**src/rtl/fpu_issue.sv**
```systemverilog
// Requester-side FPU controller: accepts one op, holds operands for the FPU, waits for the
// ready pulse (with a watchdog), then presents the tagged result or an error code.
module fpu_issue #(
  parameter int unsigned TAG_W   = 5,
  parameter int unsigned TIMEOUT = 16,
  parameter int unsigned MAX_CTL = 20
) (
  input  logic             clk,
  input  logic             rstn,
  // Request port
  input  logic             req_valid,
  output logic             req_ready,
  input  logic [4:0]       req_ctl,
  input  logic [31:0]      req_x1,
  input  logic [31:0]      req_x2,
  input  logic [TAG_W-1:0] req_tag,
  // FPU side
  output logic [4:0]       fpu_ctl,
  output logic [31:0]      fpu_x1,
  output logic [31:0]      fpu_x2,
  output logic             fpu_en,
  input  logic             fpu_ready,
  input  logic [31:0]      fpu_y,
  // Result port
  output logic             res_valid,
  input  logic             res_ready,
  output logic [31:0]      res_y,
  output logic [TAG_W-1:0] res_tag,
  output logic [1:0]       res_err
);

  localparam int unsigned    WdW    = $clog2(TIMEOUT);
  localparam logic [WdW-1:0] WdLast = WdW'(TIMEOUT - 1);
  localparam logic [WdW-1:0] WdMax  = '1;
  localparam logic [4:0]     CtlMax = 5'(MAX_CTL);

  localparam logic [1:0] ErrOk      = 2'd0;
  localparam logic [1:0] ErrIllegal = 2'd1;
  localparam logic [1:0] ErrTimeout = 2'd2;

  typedef enum logic [1:0] {StIdle, StIssue, StWait, StDone} state_e;

  state_e         state_q, state_d;
  logic [WdW-1:0] wd_q;

  logic accept;
  logic illegal;
  logic capture;
  logic expire;
  logic wd_clr;
  logic wd_inc;

  always_ff @(posedge clk) begin
    if (!rstn) begin
      state_q <= StIdle;
    end else begin
      state_q <= state_d;
    end
  end

  always_comb begin
    state_d   = state_q;
    req_ready = 1'b0;
    fpu_en    = 1'b0;
    res_valid = 1'b0;
    accept    = 1'b0;
    capture   = 1'b0;
    expire    = 1'b0;
    wd_clr    = 1'b0;
    wd_inc    = 1'b0;
    illegal   = (req_ctl > CtlMax);

    unique case (state_q)
      StIdle: begin
        req_ready = 1'b1;
        if (req_valid) begin
          accept  = 1'b1;
          state_d = illegal ? StDone : StIssue;
        end
      end
      // fpu_ready is deliberately ignored here: it may still be the previous op's pulse.
      StIssue: begin
        fpu_en  = 1'b1;
        wd_clr  = 1'b1;
        state_d = StWait;
      end
      StWait: begin
        if (fpu_ready) begin
          capture = 1'b1;
          state_d = StDone;
        end else if (wd_q == WdLast) begin
          expire  = 1'b1;
          state_d = StDone;
        end else begin
          wd_inc = 1'b1;
        end
      end
      StDone: begin
        res_valid = 1'b1;
        if (res_ready) begin
          state_d = StIdle;
        end
      end
      default: state_d = StIdle;
    endcase
  end

  // Operands only load on accept so ctl stays stable until the FPU completes.
  always_ff @(posedge clk) begin
    if (!rstn) begin
      fpu_ctl <= '0;
      fpu_x1  <= '0;
      fpu_x2  <= '0;
      res_tag <= '0;
      res_y   <= '0;
      res_err <= ErrOk;
    end else begin
      if (accept) begin
        fpu_ctl <= req_ctl;
        fpu_x1  <= req_x1;
        fpu_x2  <= req_x2;
        res_tag <= req_tag;
        if (illegal) begin
          res_y   <= '0;
          res_err <= ErrIllegal;
        end
      end
      if (capture) begin
        res_y   <= fpu_y;
        res_err <= ErrOk;
      end
      if (expire) begin
        res_y   <= '0;
        res_err <= ErrTimeout;
      end
    end
  end

  // Watchdog saturates rather than wrapping.
  always_ff @(posedge clk) begin
    if (!rstn) begin
      wd_q <= '0;
    end else if (wd_clr) begin
      wd_q <= '0;
    end else if (wd_inc && (wd_q != WdMax)) begin
      wd_q <= wd_q + 1'b1;
    end
  end

endmodule

```
**config.mk**
```make
export PLATFORM = sky130hd
export DESIGN_NAME = fpu_issue
export DESIGN_NICKNAME = d
export VERILOG_FILES = /design/src/rtl/fpu_issue.sv
export SDC_FILE = /design/constraint.sdc
export NUM_CORES = 1
export LEC_CHECK = 0
export CAP_MARGIN = 20
export CORE_UTILIZATION = 30
export DETAILED_ROUTE_END_ITERATION = 12
export PLACE_DENSITY = 0.66
export REMOVE_ABC_BUFFERS = 1
export SLEW_MARGIN = 20
export SYNTH_ARGS = -nofsm -noshare
export SYNTH_HDL_FRONTEND = slang
export SYNTH_SLANG_ARGS = --single-unit
export TNS_END_PERCENT = 30
```
**constraint.sdc**
```tcl
create_clock -name clk -period 1.6 [get_ports clk]
set_input_delay 0.32 -clock clk [delete_from_list [all_inputs] [get_ports clk]]
set_output_delay 0.32 -clock clk [all_outputs]
set_load 0.01 [all_outputs]
```
==> Word-level counts from Yosys, hierarchy flattened <==
Cells that the tools add are included.
{ "word_totals": {"ram_bits": 0, "mem_bits_ro": 0, "n_memories": 0, "in_bits": 111, "out_inout_bits": 111, "register_bits": 114, "latch_bits": 0} }
{ "classes": {"muxes": 26, "mul": 0, "bitwise_logic": 1, "order_cmp": 1, "eq_ne": 8, "add_sub_neg": 1, "div": 0, "shift": 0, "n_reduce_logical": 13} }
{ "ops": {"columns": ["op", "count"], "rows": [
  ["two-way mux 32 bit", 3],
  ["two-way mux 2 bit", 9],
  ["two-way mux 1 bit", 13],
  ["case mux 2 bit (4 select lines)", 1],
  ["AND reduction 2 bit", 3],
  ["nonzero test 3 bit", 2],
  ["greater-than comparator 5 bit, second input constant", 1],
  ["adder 4 x 1 -> 4 bit, second input constant", 1],
  ["equality test 2 bit, second input constant", 2],
  ["equality test 4 bit, second input constant", 1],
  ["!= test 2 bit, second input constant", 2],
  ["!= test 4 bit, second input constant", 1],
  ["nonzero test 2 bit", 2],
  ["OR reduction 2 bit", 2],
  ["!= test 3 bit, second input constant", 1],
  ["AND reduction 3 bit", 1],
  ["OR reduction 3 bit", 1],
  ["equality test 2 x 1 -> 1 bit, second input constant", 1],
  ["logical NOT 2 bit", 1],
  ["logical AND 1 bit", 1],
  ["NOT 1 bit", 1]
]} }

==> Logic depth before layout (Yosys ltp) <==
{ "depth": {"word_depth": 6, "ltp_mapped": 7} }

==> Worst setup path before layout <==
OpenSTA, ideal clock, no wires.
{ "synth_timing": {"kind": "reg-to-reg", "startpoint": "register state_q[0]", "endpoint": "register res_y[12]", "arrival_time_ns": 1.441, "setup_time_ns": 0.137, "required_ns": 1.463, "period_less_slack_ns": 1.578, "stages_incl_launch_ff": 7, "path_buffers": 1, "setup_slack_ns": 0.022, "path_cell_list": "dfxtp_1 > inv_1 > ha_1 > nand2_1 > nor3_2 > buf_6 > o32ai_1"} }
{ "synth_via": {"elab_chain_len": 4, "elab_cells_between_ends": 10, "cone_classes": "eq/ne: 1; mux: 4; reduce/logical: 5"} }
{ "synth_lines": {"columns": ["element", "line_no", "source"], "rows": [
  ["start: declaration", "43", "state_e state_q, state_d;"],
  ["start signal: assignment", "55", "state_q <= StIdle;"],
  ["start signal: assignment", "57", "state_q <= state_d;"],
  ["equality test 2 bit or logical NOT 2 bit (tied branches)", "73", "unique case (state_q)"],
  ["two-way mux 1 bit", "73", null],
  ["nonzero test 2 bit (no source line)", null, null],
  ["AND reduction 2 bit (no source line)", null, null],
  ["end signal: assignment", "129", "res_y <= fpu_y;"],
  ["end: declaration", "27", "output logic [31:0] res_y,"]
]} }
Several ways; a longest one is shown, not always the timed one.
A chain may end at the register's enable or synchronous reset.

==> Final worst setup path <==
{ "layout_timing": {"startpoint": "register state_q[0]", "endpoint": "register state_q[1]"} }
{ "layout_via": {"elab_chain_len": 3, "elab_cells_between_ends": 9, "cone_classes": "eq/ne: 6; mux: 1; reduce/logical: 2"} }
{ "layout_lines": {"columns": ["element", "line_no"], "rows": [
  ["equality test 2 bit or logical NOT 2 bit (tied branches)", "73"],
  ["!= test 3 bit (no source line) or != test 2 bit (tied branches)", null],
  ["AND reduction 3 bit (no source line)", null]
]} }
Several ways; a longest one is shown, not always the timed one.

==> qor.yml <==
logic_synthesis:
  dominantRegCellSynth: "sky130_fd_sc_hd__dfxtp_1"
  syn_area_um2: 4345
  post_synth_num_cell_types: 34
  yosysSeqAreaShare_pct: 52.52
  ys_warn_count: 0
  ys_top_cells_by_area: "sky130_fd_sc_hd__dfxtp_1 53%, sky130_fd_sc_hd__nand2_1 16%, sky130_fd_sc_hd__a21oi_1 8.9%, sky130_fd_sc_hd__o32ai_1 6.2%, sky130_fd_sc_hd__nand3_1 4.0%"
  synth_largest_area_cell: "sky130_fd_sc_hd__dfxtp_1"
  cell_with_the_most_instances_after_synthesis: "sky130_fd_sc_hd__nand2_1"
  per_instance_average_area_after_synthesis_um2: 8.293
  synth.top_cells.by_count: "183 x sky130_fd_sc_hd__nand2_1, 114 x sky130_fd_sc_hd__dfxtp_1, 77 x sky130_fd_sc_hd__a21oi_1"
  yosys.area.top_type_share_pct: 52.52
  count_of_flip_flops_with_a_built_in_enable_after_synthesis: 0
  ys_seq_elements: 114
  synth_async_sr_flop_share_pct: 0
  number_of_cells_produced_by_synthesis: 524
min_path:
  hold_end: "state_q[0]$_SDFFE_PN0P_"
  min_path_type: "input port to register"
  whs_path_depth: 3
  min-delay-start: "rstn"
run:
  drv_cap: 0
global_route:
  grt_antenna_before_repair: 0
  grt_max_degree: 75
  grt_first_pass_wirelength_mm: 21.74
  grt_remaining_overflow: 0
  first_global_vias: 4415
  global_route.usage.total_pct: 18.78
layout:
  diode_count: 0
  final_util_pct: 52.95
  syn2layout_area_growth_pct: 70.46
  multi_input_comb_area_um2: 1876
  ff_latch_area_um2: 2285
  fraction_of_final_layout_cells_with_drive_strength_greater_than_1_pct: 10.55
  n_fill_cell: 1346
  num-nets-final: 862
floorplan:
  initial_utilization_pct: 31.06
  chipWidth_um: 122.4
  rows: 43
  io_pins: 222
  placeableCoreArea_um2: 13990
  die_h_um: 122.4
  die-area_um2: 14970
clock_network:
  worst_skew_pair.late_latency_ns: 0.41
  cts.reportedPaths.clkPinSlew_ns: 0.06
  cts_tree: "yes"
  cts.sinks: 114
  cts-root-to-sink-buffers: 2
  cts_root_buffer: "sky130_fd_sc_hd__clkbuf_16"
  number_of_buffers_inserted_by_hold_repair_at_cts: 0
  numCtsBuffers: 17
  cts.htree.levels: 4
worst_setup_path:
  cpPeakStageDelay_ns: 0.33
  worstPathArrival_ns: 1.89
  timing.critical_path.slowest_stage_cell: "sky130_fd_sc_hd__dfxtp_2"
  path_class: "register to register"
  critical_path.reg2reg.startpoint: "state_q[0]$_SDFFE_PN0P_"
  critPathMaxFanout: 4
  timing.critical_path.to_type: "register"
  r2r_cells: 6
  critical_path.top_delay_family: "compound AO/OA/AOI/OAI gates"
  critical_path_required_ns: 1.91
  worstPathCellList: "inv_2 -> buf_6 -> ha_4 -> and2b_2 -> a211o_1 -> a221oi_2"
  worst-r2r-setup-slack_ns: 0.02
  crit_start: "state_q[0]$_SDFFE_PN0P_"
  critical_path_buf_inv_count: 2
  reg2reg_to: "state_q[1]$_SDFFE_PN0P_"
  startpoint_type: "register"
routing:
  final_antenna_net_count: 0
  avgViaCountPerCell: 4.821
  wl_mm: 14.02
  initial_drc_count: 218
  drc_errors: 0
  wl_per_cell_um: 14.94
  num_vias: 4522
  detailedRoute.firstPassIterationCount: 4
timing:
  relSlewSlack_pct: 68.94
  fin_worst_skew_ns: 0.008854
  hold_violations: 0
  finalSetupViolCount: 0
  timing.final.crit_share_pct: 98.90
  post_layout_minimum_cycle_time_ns: 1.582
  drv_slew: 0
  worst_case_hold_slack_ns: 0.3584
  grt_setup_unrepaired: "yes"
  fmax_mhz: 631.9
  pin_slew_with_the_least_headroom_to_its_limit_ns: 0.4659
pwr:
  power_density_nw_per_um2: 1424
  worst_ir_drop_vdd_mv: 0.6454
  total_leakage_power_nw: 3.250
placement:
  detailed_place_hpwl_mm: 9.836
  place_congestion: 0.7728
  place.port_buffers: 221
status:
  outcome: "finished, final reports clean"
-- report_power, final --
group	switching [mW]	internal, mW	total [mW]
logic	1.56	1.33	2.88
registers	0.200	3.28	3.48
clock network	1.27	2.92	4.19
-- state kept, by name, indices dropped and copies added (netlist names) --
name / cells
state_q: 2
res_err: 2
fpu_x1: 32
wd_q: 4
res_y: 32
res_tag: 5
fpu_x2: 32
fpu_ctl: 5
-- worst max path at each step --
stage / to / slack, ns / cells after the start
after floorplan: res_err[1]$_SDFFE_PN0P_ / -1.79 / 5
after global placement: res_err[1]$_SDFFE_PN0P_ / -0.79 / 4
after detailed placement: res_y[1]$_SDFFE_PP0P_ / -0.44 / 5
after CTS: res_y[16] / 0.0006 / 1
after global routing: state_q[1]$_SDFFE_PN0P_ / -0.02 / 6
final: state_q[1]$_SDFFE_PN0P_ / 0.02 / 6
-- cells by family (layout without fill, tap and decap cells) --
logic type	after synthesis	after routing	share of synthesized area, %
and+or+nand+nor	233	233	22.29
buffers and inverters	49	283	5.614
DFF	114	114	52.52
AOI/OAI and AO/OA	122	122	17.85
adders and majority gates	6	6	1.728
-- metrics by stage --
| stage | TNS (ns) | cells | power (mW) | area [um2] | worst slack, ns |
|---|---|---|---|---|---|
| floorplan | -112.60 | 479 | 4.805 | 4116 | -1.788 |
| global placement | -45.81 | 900 | 6.470 | 6777 | -0.7919 |
| detailed placement | -34.38 | 901 | 6.575 | 6792 | -0.4393 |
| CTS | 0 | 937 | 10.60 | 7385 | 0.0005593 |
| global route | -0.02609 | 938 | 11.09 | 7407 | -0.02216 |
| finish | 0 | 938 | 10.54 | 7407 | 0.01756 |
-- tightest hold or removal path, cell delays in order --
cell                      delay [ns]
sky130_fd_sc_hd__buf_2          0.23
sky130_fd_sc_hd__o41ai_1        0.13
sky130_fd_sc_hd__a21oi_1        0.05
-- per-layer routing --
| metal | global-route usage [%] | vias to the layer above | share of wire (%) |
|---|---|---|---|
| met5 | 0 | - | 0 |
| li1 | - | 2233 | - |
| met4 | 10.06 | 0 | 2.9 |
| met1 | 20.53 | 2113 | 39 |
| met3 | 5.204 | 31 | 5.3 |
| met2 | 32.83 | 145 | 53 |
-- timing repair --
action / in CTS / in global routing
setup buffers: 4 / 1
pin swaps: 3 / 3
endpoints found under the setup margin: 204 / 29
gates resized for setup: 129 / 7
-- layout by cell type (no fill, tap or decap), types with 3 or more instances in the layout --
cell                                n
sky130_fd_sc_hd__dlygate4sd2_1    105
sky130_fd_sc_hd__clkbuf_8           4
sky130_fd_sc_hd__o32ai_1           31
sky130_fd_sc_hd__ha_1               3
sky130_fd_sc_hd__dfxtp_1          112
sky130_fd_sc_hd__dlymetal6s2s_1     3
sky130_fd_sc_hd__nand2_1          181
sky130_fd_sc_hd__bufinv_16          5
sky130_fd_sc_hd__nand3_1           35
sky130_fd_sc_hd__a21oi_1           77
sky130_fd_sc_hd__buf_12             5
sky130_fd_sc_hd__o41ai_1            3
sky130_fd_sc_hd__buf_4             18
sky130_fd_sc_hd__clkbuf_16         17
sky130_fd_sc_hd__clkdlybuf4s50_1  109
sky130_fd_sc_hd__buf_2              4
sky130_fd_sc_hd__clkinv_2           4
-- area by class of cell --
type,count,share of cell area (%)
Inverter,4,0.2027
Clock buffer,22,6.537
Multi-Input combinational cell,361,25.32
Timing Repair Buffer,247,31.66
Sequential cell,114,30.84
Clock inverter,10,2.399
Tap cell,180,3.041
Power figures use the tool's default switching activity.
